**src/rtl/rom_port_arbiter_pkg.sv**
```systemverilog
// Shared encodings and helpers for the program-ROM port arbiter.
package rom_arb_pkg;

    localparam int unsigned LPM_DATA_WIDTH = 8;
    localparam int unsigned ROM_WORD_WIDTH = 16;

    // Which requester owns a read in flight; also the bit index in req/gnt vectors.
    typedef enum logic {
        OWN_IF  = 1'b0,
        OWN_LPM = 1'b1
    } owner_e;

    // Which half of the ROM word an LPM read returns.
    typedef enum logic {
        BYTE_LO = 1'b0,
        BYTE_HI = 1'b1
    } bytesel_e;

    // Stage-1 control carried alongside the registered ROM address.
    typedef struct packed {
        logic     valid;
        owner_e   owner;
        bytesel_e bytesel;
    } s1_ctrl_t;

    // Pick the addressed byte out of a ROM word.
    function automatic logic [LPM_DATA_WIDTH-1:0] select_byte(
        input logic [ROM_WORD_WIDTH-1:0] word,
        input bytesel_e                  sel
    );
        select_byte = (sel == BYTE_HI) ? word[15:8] : word[7:0];
    endfunction

endpackage

```
**src/rtl/rom_port_arbiter_if.sv**
```systemverilog
// Bus bundle between the CPU core, the arbiter and the ROM instance.
interface rom_port_arbiter_if #(
    parameter int unsigned DATA_WIDTH = 16,
    parameter int unsigned ADDR_WIDTH = 8
);
    import rom_arb_pkg::*;

    logic                      if_req;
    logic [ADDR_WIDTH-1:0]     if_addr;
    logic                      if_flush;
    logic                      if_gnt;
    logic                      if_rvalid;
    logic [DATA_WIDTH-1:0]     if_rdata;

    logic                      lpm_req;
    logic [ADDR_WIDTH:0]       lpm_addr;
    logic                      lpm_gnt;
    logic                      lpm_rvalid;
    logic [LPM_DATA_WIDTH-1:0] lpm_rdata;

    logic [ADDR_WIDTH-1:0]     rom_addr;
    logic [DATA_WIDTH-1:0]     rom_data;

    // Arbiter side.
    modport slave (
        input  if_req, if_addr, if_flush, lpm_req, lpm_addr, rom_data,
        output if_gnt, if_rvalid, if_rdata, lpm_gnt, lpm_rvalid, lpm_rdata, rom_addr
    );

    // Core/ROM side.
    modport master (
        output if_req, if_addr, if_flush, lpm_req, lpm_addr, rom_data,
        input  if_gnt, if_rvalid, if_rdata, lpm_gnt, lpm_rvalid, lpm_rdata, rom_addr
    );

endinterface

```
**src/rtl/rom_port_arbiter_rr_arbiter.sv**
```systemverilog
// Two-way round-robin arbiter; grant is combinational, history is registered.
module rom_rr_arbiter
    import rom_arb_pkg::*;
(
    input  logic       clk,
    input  logic       reset,
    input  logic [1:0] req_i,
    input  logic [1:0] mask_i,
    output logic [1:0] gnt_o
);

    owner_e     last_q;
    owner_e     last_d;
    logic [1:0] eff_req;

    assign eff_req = req_i & ~mask_i;

    // One-hot grant: lone requester wins, a tie goes to whoever did not win last.
    always_comb begin
        gnt_o = 2'b00;
        case (eff_req)
            2'b01:   gnt_o = 2'b01;
            2'b10:   gnt_o = 2'b10;
            2'b11:   gnt_o = (last_q == OWN_LPM) ? 2'b01 : 2'b10;
            default: gnt_o = 2'b00;
        endcase
    end

    // History moves only when a grant is actually given (grant implies request).
    always_comb begin
        last_d = last_q;
        if (gnt_o[0]) begin
            last_d = OWN_IF;
        end else if (gnt_o[1]) begin
            last_d = OWN_LPM;
        end
    end

    // History register; reset to LPM so fetch wins the first tie.
    always_ff @(posedge clk) begin
        if (reset) begin
            last_q <= OWN_LPM;
        end else begin
            last_q <= last_d;
        end
    end

endmodule

```
**src/rtl/rom_port_arbiter.sv**
```systemverilog
// Shares the program-ROM read port between instruction fetch and LPM with a 2-cycle pipeline.
module rom_port_arbiter
    import rom_arb_pkg::*;
#(
    parameter int unsigned DATA_WIDTH = 16,
    parameter int unsigned ADDR_WIDTH = 8
) (
    input  logic                clk,
    input  logic                reset,
    rom_port_arbiter_if.slave   bus
);

    logic [1:0]                req;
    logic [1:0]                mask;
    logic [1:0]                gnt;

    logic [ADDR_WIDTH-1:0]     rom_addr_q, rom_addr_d;
    s1_ctrl_t                  s1_q, s1_d;

    logic                      if_rvalid_q, if_rvalid_d;
    logic [DATA_WIDTH-1:0]     if_rdata_q, if_rdata_d;
    logic                      lpm_rvalid_q, lpm_rvalid_d;
    logic [LPM_DATA_WIDTH-1:0] lpm_rdata_q, lpm_rdata_d;

    assign req  = {bus.lpm_req, bus.if_req};
    assign mask = {1'b0, bus.if_flush};

    rom_rr_arbiter u_arb (
        .clk    (clk),
        .reset  (reset),
        .req_i  (req),
        .mask_i (mask),
        .gnt_o  (gnt)
    );

    assign bus.if_gnt  = gnt[0];
    assign bus.lpm_gnt = gnt[1];

    // Stage 1: capture the word address and owner of the accepted request.
    always_comb begin
        rom_addr_d   = rom_addr_q;
        s1_d         = s1_q;
        s1_d.valid   = 1'b0;
        if (gnt[0]) begin
            rom_addr_d   = bus.if_addr;
            s1_d.valid   = 1'b1;
            s1_d.owner   = OWN_IF;
            s1_d.bytesel = BYTE_LO;
        end else if (gnt[1]) begin
            rom_addr_d   = bus.lpm_addr[ADDR_WIDTH:1];
            s1_d.valid   = 1'b1;
            s1_d.owner   = OWN_LPM;
            s1_d.bytesel = bytesel_e'(bus.lpm_addr[0]);
        end
    end

    // Stage 2: route the falling-edge ROM word to its owner; a flush kills a pending fetch.
    always_comb begin
        if_rvalid_d  = s1_q.valid && (s1_q.owner == OWN_IF) && !bus.if_flush;
        lpm_rvalid_d = s1_q.valid && (s1_q.owner == OWN_LPM);
        if_rdata_d   = if_rvalid_d  ? bus.rom_data : if_rdata_q;
        lpm_rdata_d  = lpm_rvalid_d ? select_byte(bus.rom_data, s1_q.bytesel) : lpm_rdata_q;
    end

    // Pipeline registers; reset drops anything in flight.
    always_ff @(posedge clk) begin
        if (reset) begin
            rom_addr_q   <= '0;
            s1_q         <= '{valid: 1'b0, owner: OWN_IF, bytesel: BYTE_LO};
            if_rvalid_q  <= 1'b0;
            if_rdata_q   <= '0;
            lpm_rvalid_q <= 1'b0;
            lpm_rdata_q  <= '0;
        end else begin
            rom_addr_q   <= rom_addr_d;
            s1_q         <= s1_d;
            if_rvalid_q  <= if_rvalid_d;
            if_rdata_q   <= if_rdata_d;
            lpm_rvalid_q <= lpm_rvalid_d;
            lpm_rdata_q  <= lpm_rdata_d;
        end
    end

    assign bus.rom_addr   = rom_addr_q;
    assign bus.if_rvalid  = if_rvalid_q;
    assign bus.if_rdata   = if_rdata_q;
    assign bus.lpm_rvalid = lpm_rvalid_q;
    assign bus.lpm_rdata  = lpm_rdata_q;

endmodule

```
**src/flat_wrapper.sv**
```systemverilog
// flat-port wrapper written by rule: the top's interface ports become plain ports
module rom_port_arbiter_flat import rom_arb_pkg::*;
#(
    parameter int unsigned DATA_WIDTH = 16,
    parameter int unsigned ADDR_WIDTH = 8
)
  (clk, reset, bus_if_req, bus_if_addr, bus_if_flush, bus_lpm_req, bus_lpm_addr, bus_rom_data, bus_if_gnt, bus_if_rvalid, bus_if_rdata, bus_lpm_gnt, bus_lpm_rvalid, bus_lpm_rdata, bus_rom_addr);
  rom_port_arbiter_if #(.DATA_WIDTH(DATA_WIDTH), .ADDR_WIDTH(ADDR_WIDTH)) bus_i ();
  input  logic clk;
  input  logic reset;
  input wire logic [$bits(bus_i.if_req)-1:0] bus_if_req;
  input wire logic [$bits(bus_i.if_addr)-1:0] bus_if_addr;
  input wire logic [$bits(bus_i.if_flush)-1:0] bus_if_flush;
  input wire logic [$bits(bus_i.lpm_req)-1:0] bus_lpm_req;
  input wire logic [$bits(bus_i.lpm_addr)-1:0] bus_lpm_addr;
  input wire logic [$bits(bus_i.rom_data)-1:0] bus_rom_data;
  output wire logic [$bits(bus_i.if_gnt)-1:0] bus_if_gnt;
  output wire logic [$bits(bus_i.if_rvalid)-1:0] bus_if_rvalid;
  output wire logic [$bits(bus_i.if_rdata)-1:0] bus_if_rdata;
  output wire logic [$bits(bus_i.lpm_gnt)-1:0] bus_lpm_gnt;
  output wire logic [$bits(bus_i.lpm_rvalid)-1:0] bus_lpm_rvalid;
  output wire logic [$bits(bus_i.lpm_rdata)-1:0] bus_lpm_rdata;
  output wire logic [$bits(bus_i.rom_addr)-1:0] bus_rom_addr;
  assign bus_i.if_req = bus_if_req;
  assign bus_i.if_addr = bus_if_addr;
  assign bus_i.if_flush = bus_if_flush;
  assign bus_i.lpm_req = bus_lpm_req;
  assign bus_i.lpm_addr = bus_lpm_addr;
  assign bus_i.rom_data = bus_rom_data;
  assign bus_if_gnt = bus_i.if_gnt;
  assign bus_if_rvalid = bus_i.if_rvalid;
  assign bus_if_rdata = bus_i.if_rdata;
  assign bus_lpm_gnt = bus_i.lpm_gnt;
  assign bus_lpm_rvalid = bus_i.lpm_rvalid;
  assign bus_lpm_rdata = bus_i.lpm_rdata;
  assign bus_rom_addr = bus_i.rom_addr;
  rom_port_arbiter #(.DATA_WIDTH(DATA_WIDTH), .ADDR_WIDTH(ADDR_WIDTH)) u_core (.clk(clk), .reset(reset), .bus(bus_i));
endmodule
```
**config.mk**
```make
export PLATFORM = sky130hd
export DESIGN_NAME = rom_port_arbiter_flat
export DESIGN_NICKNAME = d
export VERILOG_FILES = /design/src/rtl/rom_port_arbiter_pkg.sv /design/src/rtl/rom_port_arbiter_if.sv /design/src/rtl/rom_port_arbiter_rr_arbiter.sv /design/src/rtl/rom_port_arbiter.sv /design/src/flat_wrapper.sv
export SDC_FILE = /design/constraint.sdc
export NUM_CORES = 1
export LEC_CHECK = 0
export BUFFER_PORTS_ARGS = -buffer_cell sky130_fd_sc_hd__buf_2
export CAP_MARGIN = 20
export CORE_MARGIN = 5
export CORE_UTILIZATION = 46
export DETAILED_ROUTE_END_ITERATION = 12
export GPL_TIMING_DRIVEN = 0
export MAX_ROUTING_LAYER = met4
export PLACE_DENSITY_LB_ADDON = 0.12
export SLEW_MARGIN = 20
export SYNTH_ARGS = -nofsm -noshare
export SYNTH_HDL_FRONTEND = slang
export SYNTH_SLANG_ARGS = --single-unit
```
**constraint.sdc**
```tcl
create_clock -name clk -period 1.4 [get_ports clk]
set_input_delay 0.28 -clock clk [delete_from_list [all_inputs] [get_ports clk]]
set_output_delay 0.28 -clock clk [all_outputs]
set_load 0.01 [all_outputs]
```
==> results.py, run 1 <==
metrics = {
    "cts": {
        "postCtsHoldBufs": 0,
        "clock_path_buffers": 2,
        "clock-root-buffer": "clkbuf_4",
        "h-tree-depth": 2,
        "clock_latency_ns": 0.33,
        "clkSinkCount": 38,
        "cts_made_buffers": 5,
        "cts_tree": "yes",
        "clk_pin_slew_ns": 0.11,
    },
    "power_and_ir_drop": {
        "ir_drop_uv": 652,
        "power.switching_mw": 0.556,
        "powerDensity_nw_per_um2": 1020,
        "clkPwrFrac_pct": 30.7,
        "p_comb_share_pct": 16.8,
        "sequentialPowerShare_pct": 52.5,
        "power_mw": 2.22,
        "switching_share_pct": 25.1,
        "p_leak_nw": 0.977,
        "p_int_mw": 1.66,
    },
    "placed_design": {
        "hpwl_um": 2860,
        "numPortBuffers": 73,
        "gp_congestion": 0.726,
    },
    "sta": {
        "max_freq_mhz": 727,
        "skew_ns": 0.00759,
        "maxSlewHeadroom_pct": 63.8,
        "worstMarginPinSlew_ns": 0.544,
        "finalHoldViolCount": 0,
        "final_max_slew_viol_count": 0,
        "finalCritPeriodShare_pct": 98.3,
        "finalSetupViolCount": 0,
        "rsz0062_at_grt": "yes",
        "fin_crit_ns": 1.38,
    },
    "routing": {
        "drcViolationCount": 0,
        "drt_wl_total_um": 3870,
        "drtAntennaViolNets": 0,
        "vias": 1455,
        "viasPerCell": 4.93,
        "drt-initial-drc-count": 62,
        "wl_per_cell_um": 13.1,
        "drt_first_pass_iters": 4,
    },
    "floorplanning": {
        "num_rows": 21,
        "dieArea_um2": 4850,
        "dieHeight_um": 69.6,
        "design.core.area_um2": 3390,
        "chipWidth_um": 69.6,
        "boundaryPins": 74,
        "initial_core_util_pct": 48.3,
    },
    "synth": {
        "synth_top_area_cell": "dfxtp_1",
        "synthAdderAreaFrac_pct": 0,
        "muxShareOfSynthArea_pct": 15.9,
        "synth.top_cell.area_share_pct": 46.5,
        "syn_area_um2": 1640,
        "synth_area_leaders": "dfxtp_1, mux2i_1, nor2_1, a211oi_1, nor2b_1",
        "synth_cells": 166,
        "synth_top_family_by_area": "simple AND/OR/NAND/NOR gates",
        "synth-compound-area-share_pct": 10.3,
        "synth.avg_cell_area_um2": 9.86,
        "synthSimpleGateAreaFrac_pct": 20.4,
        "synth_seq_area_share_pct": 46.5,
        "yosysUniqueCellTypes": 29,
        "synth_warnings": 0,
        "synth_xor_xnor_area_share_pct": 0,
        "ys_ff_latch": 38,
        "syn-num-nets": 204,
    },
    "worst_hold_path": {
        "worstHoldStart": "bus_rom_data[10]",
        "worstHoldPathType": "primary input to flip-flop",
    },
    "grt": {
        "grt_pass1_vias": 1434,
        "antenna_found_initial": 0,
        "grt_pass1_wl_um": 6430,
        "grt_start_max_net_pins": 12,
        "grt_use_total_pct": 16.6,
        "grt_remaining_overflow": 0,
    },
    "layout": {
        "area_delta_synth_final_pct": 32.1,
        "fin_nets": 286,
        "final_cell_mix": "buf_2, dfxtp_1, nor2_1",
        "final_core_util_pct": 63.8,
        "n_antenna_cell": 0,
        "layout-drive-gt1-share_pct": 40.6,
        "final_common_cell": "buf_2",
        "fillers": 293,
    },
    "setup_path": {
        "crit_arrival_ns": 1.10,
        "startpoint": "u_core.u_arb.last_q$_SDFFE_PP1P_",
        "start_kind": "flip-flop",
        "worstSetupPathType": "flip-flop to output port",
        "critPathCaptureType": "output port",
        "crit_required_ns": 1.12,
        "crit_path_max_fanout": 5,
        "reg2reg_from": "u_core.u_arb.last_q$_SDFFE_PP1P_",
    },
    "job": {
        "drv_cap": 0,
    },
    "status": {
        "status": "finished, final reports clean",
    },
}
what timing repair did:
action	4_1_cts	5_1_grt
endpoints found under the setup margin	1	1
resized for setup	3	1
setup buffers	1	1
logic make-up after synthesis:
family / after synthesis
AOI/OAI and AO/OA: 21
muxes: 26
DFF: 38
buffers and inverters: 16
and+or+nand+nor: 65
sequential cells by signal, summed over array words and instances (netlist names):
signal,flops
u_core.bus.if_rvalid,1
u_core.bus.lpm_rdata,8
u_core.u_arb.last_q,1
u_core.s1_q,3
u_core.bus.lpm_rvalid,1
u_core.bus.rom_addr,8
u_core.bus.if_rdata,16
critical path, cell delays in order, from the launching register on:
cell and delay (ns):
dfxtp_4 0.38, nor2b_1 0.10, buf_4 0.12, nor2_2 0.03, buf_2 0.13
area by class of cell:
type | count | area, um^2 | area share, %
flip-flops and latches | 38 | 764 | 35.4
repair buffers | 75 | 380 | 17.6
clock buffers | 8 | 78.8 | 3.65
well taps | 46 | 57.6 | 2.66
plain buffers | 14 | 108 | 4.98
inverters | 2 | 7.51 | 0.347
multi-input cells | 112 | 766 | 35.4
cell usage after synthesis, drive strengths merged:
cell type,instances
clkbuf,2
a21oi,3
a2111oi,1
and2,1
nand2b,4
nand4b,2
nor3,7
or2,1
buf,12
dfxtp,38
a22oi,1
nor3b,1
inv,2
nand3,2
a211oi,13
or2b,1
nor4,5
nor2b,9
o221ai,2
nor2,31
mux2i,26
nand3b,1
o21ai,1
stage by stage:
stage | instance area [um^2] | TNS (ns) | hold slack [ns] | cells | setup WS (ns)
final | 2160 | 0 | 0.194 | 295 | 0.0245
after global routing | 2160 | -0.0570 | 0.172 | 295 | -0.0570
after CTS | 2150 | 0 | 0.182 | 294 | 0.0132
after detailed placement | 2060 | 0 | 0.476 | 285 | 0.0619
after global placement | 2060 | 0 | 0.466 | 285 | 0.0700
after floorplan | 1640 | 0 | 0.427 | 166 | 0.273
path summary, 6_finish.rpt:
| kind | to | slack [ns] | cells past startpoint |
|---|---|---|---|
| worst max-delay path | bus_if_gnt | 0.02 | 4 |
| worst min-delay path | u_core.bus.if_rdata[10]$_SDFFE_PP0P_ | 0.19 | 3 |
| worst max register to register | u_core.bus.rom_addr[7]$_SDFFE_PP0P_ | 0.09 | 6 |
| worst min register to register | u_core.bus.if_rdata[7]$_SDFFE_PP0P_ | 0.50 | 2 |
power groups by stage:
stage	clock network (mW)	registers (mW)	logic (mW)
after floorplan	0	1.21	0.191
after global placement	0	1.19	0.368
after detailed placement	0	1.19	0.370
after CTS	0.702	1.16	0.374
after global routing	0.772	1.17	0.409
final	0.681	1.16	0.372
metal layers:
metal  share of wire (%)  global-route usage [%]  vias to the layer above
li1                    -                       -                      747
met1                  48                    21.4                      654
met2                  44                    25.1                       49
met3                 7.4                    4.78                        5
met4                 1.1                    5.11                        0
met5                   0                       -                        -
(Power assumes the default switching activity.)
==> inputs of run 2 (changes only) <==
Settings changed: ABC_AREA set to 0, BUFFER_PORTS_ARGS -buffer_cell sky130_fd_sc_hd__buf_2 to -buffer_cell sky130_fd_sc_hd__clkbuf_2, PLACE_DENSITY_LB_ADDON 0.12 to 0.3.
==> run 2 against run 1 <==
Sequential power is essentially flat; sequential share of layout area rose by 0.10 points; sequential cell count unchanged; core utilization shrank 0.18 points; first-iteration DRC count rose by 44%; worst hold slack worse by 0.036 ns.
==> results.py, run 2 (synthesis gave the netlist of run 1 again) <==
metrics = {
    "sta": {
        "tns_ns": 0,
        "finalSetupViolCount": 0,
        "worstMarginPinSlew_ns": 0.531,
        "fin_crit_ns": 1.40,
        "max_freq_mhz": 715,
        "skew_ns": 0.0186,
        "final_max_slew_viol_count": 0,
        "rsz0062_at_grt": "yes",
        "holdWs_ns": 0.158,
        "finalHoldViolCount": 0,
        "maxSlewHeadroom_pct": 64.6,
        "finalCritPeriodShare_pct": 99.9,
        "setup_ws_ns": 0.00190,
    },
    "floorplanning": {
        "initial_core_util_pct": 48.3,
        "dieHeight_um": 69.6,
        "chipWidth_um": 69.6,
        "num_rows": 21,
        "boundaryPins": 74,
        "dieArea_um2": 4850,
        "design.core.area_um2": 3390,
    },
    "power_and_ir_drop": {
        "powerDensity_nw_per_um2": 1050,
        "sequentialPowerShare_pct": 51.4,
        "clkPwrFrac_pct": 32.2,
        "p_int_mw": 1.70,
        "p_comb_share_pct": 16.5,
        "power.switching_mw": 0.573,
        "ir_drop_uv": 696,
        "switching_share_pct": 25.3,
        "power_mw": 2.27,
        "p_leak_nw": 0.954,
    },
    "setup_path": {
        "crit_required_ns": 1.12,
        "critPathCaptureType": "output port",
        "r2r_cells": 5,
        "crit_path_max_incr_delay_ns": 0.38,
        "crit_arrival_ns": 1.12,
        "crit_path_max_fanout": 3,
        "worstSetupPathType": "flip-flop to output port",
        "crit_slowest_cell": "dfxtp_4",
        "path_cells": "nor2b_1 -> buf_4 -> nor2_1 -> clkbuf_2",
        "start_kind": "flip-flop",
        "reg2reg_to": "u_core.bus.if_rdata[12]$_SDFFE_PP0P_",
        "rrSetupSlack_ns": 0.17,
        "reg2reg_from": "u_core.s1_q[1]$_SDFFE_PP0P_",
    },
    "layout": {
        "area_delta_synth_final_pct": 31.7,
        "final_cell_mix": "clkbuf_2, dfxtp_1, nor2_1",
        "fin_nets": 286,
        "n_antenna_cell": 0,
        "stdcell_count": 295,
        "final_cell_area_um2": 2160,
        "final_core_util_pct": 63.6,
        "largest_reg_flops": 16,
        "final_common_cell": "clkbuf_2",
        "layout-drive-gt1-share_pct": 39.4,
    },
    "cts": {
        "postCtsHoldBufs": 0,
        "clock-root-buffer": "clkbuf_4",
        "cts_tree": "yes",
        "cts_made_buffers": 5,
        "clock_latency_ns": 0.35,
        "clk_pin_slew_ns": 0.12,
        "clock_path_buffers": 2,
        "h-tree-depth": 2,
        "clkSinkCount": 38,
    },
    "grt": {
        "grt_pass1_wl_um": 6870,
        "grt_use_total_pct": 17.9,
        "grt_remaining_overflow": 0,
        "grt_start_max_net_pins": 12,
        "antenna_found_initial": 0,
        "grt_pass1_vias": 1471,
    },
    "routing": {
        "wl_per_cell_um": 13.7,
        "drtAntennaViolNets": 0,
        "drt_wl_total_um": 4050,
        "vias": 1484,
        "viasPerCell": 5.03,
        "drcViolationCount": 0,
        "drt_first_pass_iters": 4,
        "drt-initial-drc-count": 89,
    },
    "worst_hold_path": {
        "worstHoldPathType": "primary input to flip-flop",
        "hold_depth": 3,
        "worstHoldStart": "bus_lpm_addr[8]",
        "min_to": "u_core.bus.rom_addr[7]$_SDFFE_PP0P_",
    },
    "placed_design": {
        "dpl_cell_area_um2": 2060,
        "post-place-cells": 285,
        "dp_slack_ns": 0.0549,
        "hpwl_um": 3020,
        "numPortBuffers": 73,
        "gp_congestion": 0.800,
    },
    "status": {
        "status": "finished, final reports clean",
    },
    "job": {
        "drv_cap": 0,
    },
}
run 2: power groups by stage:
stage	registers, mW	logic, mW	clock network (mW)
finish	1.16	0.374	0.730
global route	1.17	0.414	0.789
CTS	1.17	0.378	0.751
detailed placement	1.19	0.370	0
global placement	1.19	0.366	0
floorplan	1.21	0.191	0
run 2: routing by layer:
layer,track usage [%],vias up,share of wire (%)
met4,6.38,0,1.5
met3,4.78,9,5.8
li1,-,745,-
met2,28.1,48,48
met5,-,-,0
met1,22.2,682,45
run 2: worst max-delay path by stage:
stage / slack, ns / start / cells after the start / end
2_1_floorplan: 0.27 / u_core.s1_q[1]$_SDFFE_PP0P_ / 5 / u_core.bus.if_rdata[0]$_SDFFE_PP0P_
6_report: 0.002 / u_core.u_arb.last_q$_SDFFE_PP1P_ / 4 / bus_if_gnt
4_1_cts: -0.01 / u_core.u_arb.last_q$_SDFFE_PP1P_ / 4 / bus_if_gnt
3_3_place_gp: 0.08 / reset / 4 / u_core.bus.if_rdata[0]$_SDFFE_PP0P_
5_1_grt: -0.05 / u_core.u_arb.last_q$_SDFFE_PP1P_ / 4 / bus_if_gnt
3_5_place_dp: 0.05 / reset / 4 / u_core.bus.if_rdata[13]$_SDFFE_PP0P_
run 2: cell type report:
class	count	area [um^2]
Fill cell	290	1230
Sequential cell	38	764
Multi-Input combinational cell	112	763
Timing Repair Buffer	75	380
Buffer	14	108
Tap cell	46	57.6
Clock buffer	7	45.0
Clock inverter	1	30.0
Inverter	2	7.51
run 2: timing repair:
item | 4_1_cts | 5_1_grt
setup buffers | 2 | 0
setup endpoints to repair | 1 | 1
resized for setup | 3 | 0
run 2: worst max-delay path: cells and delay by family (launching register included):
kind / cells / cell delay [ns]
flip-flops: 1 / 0.38
buffers and inverters: 2 / 0.27
AND/OR/NAND/NOR: 2 / 0.12
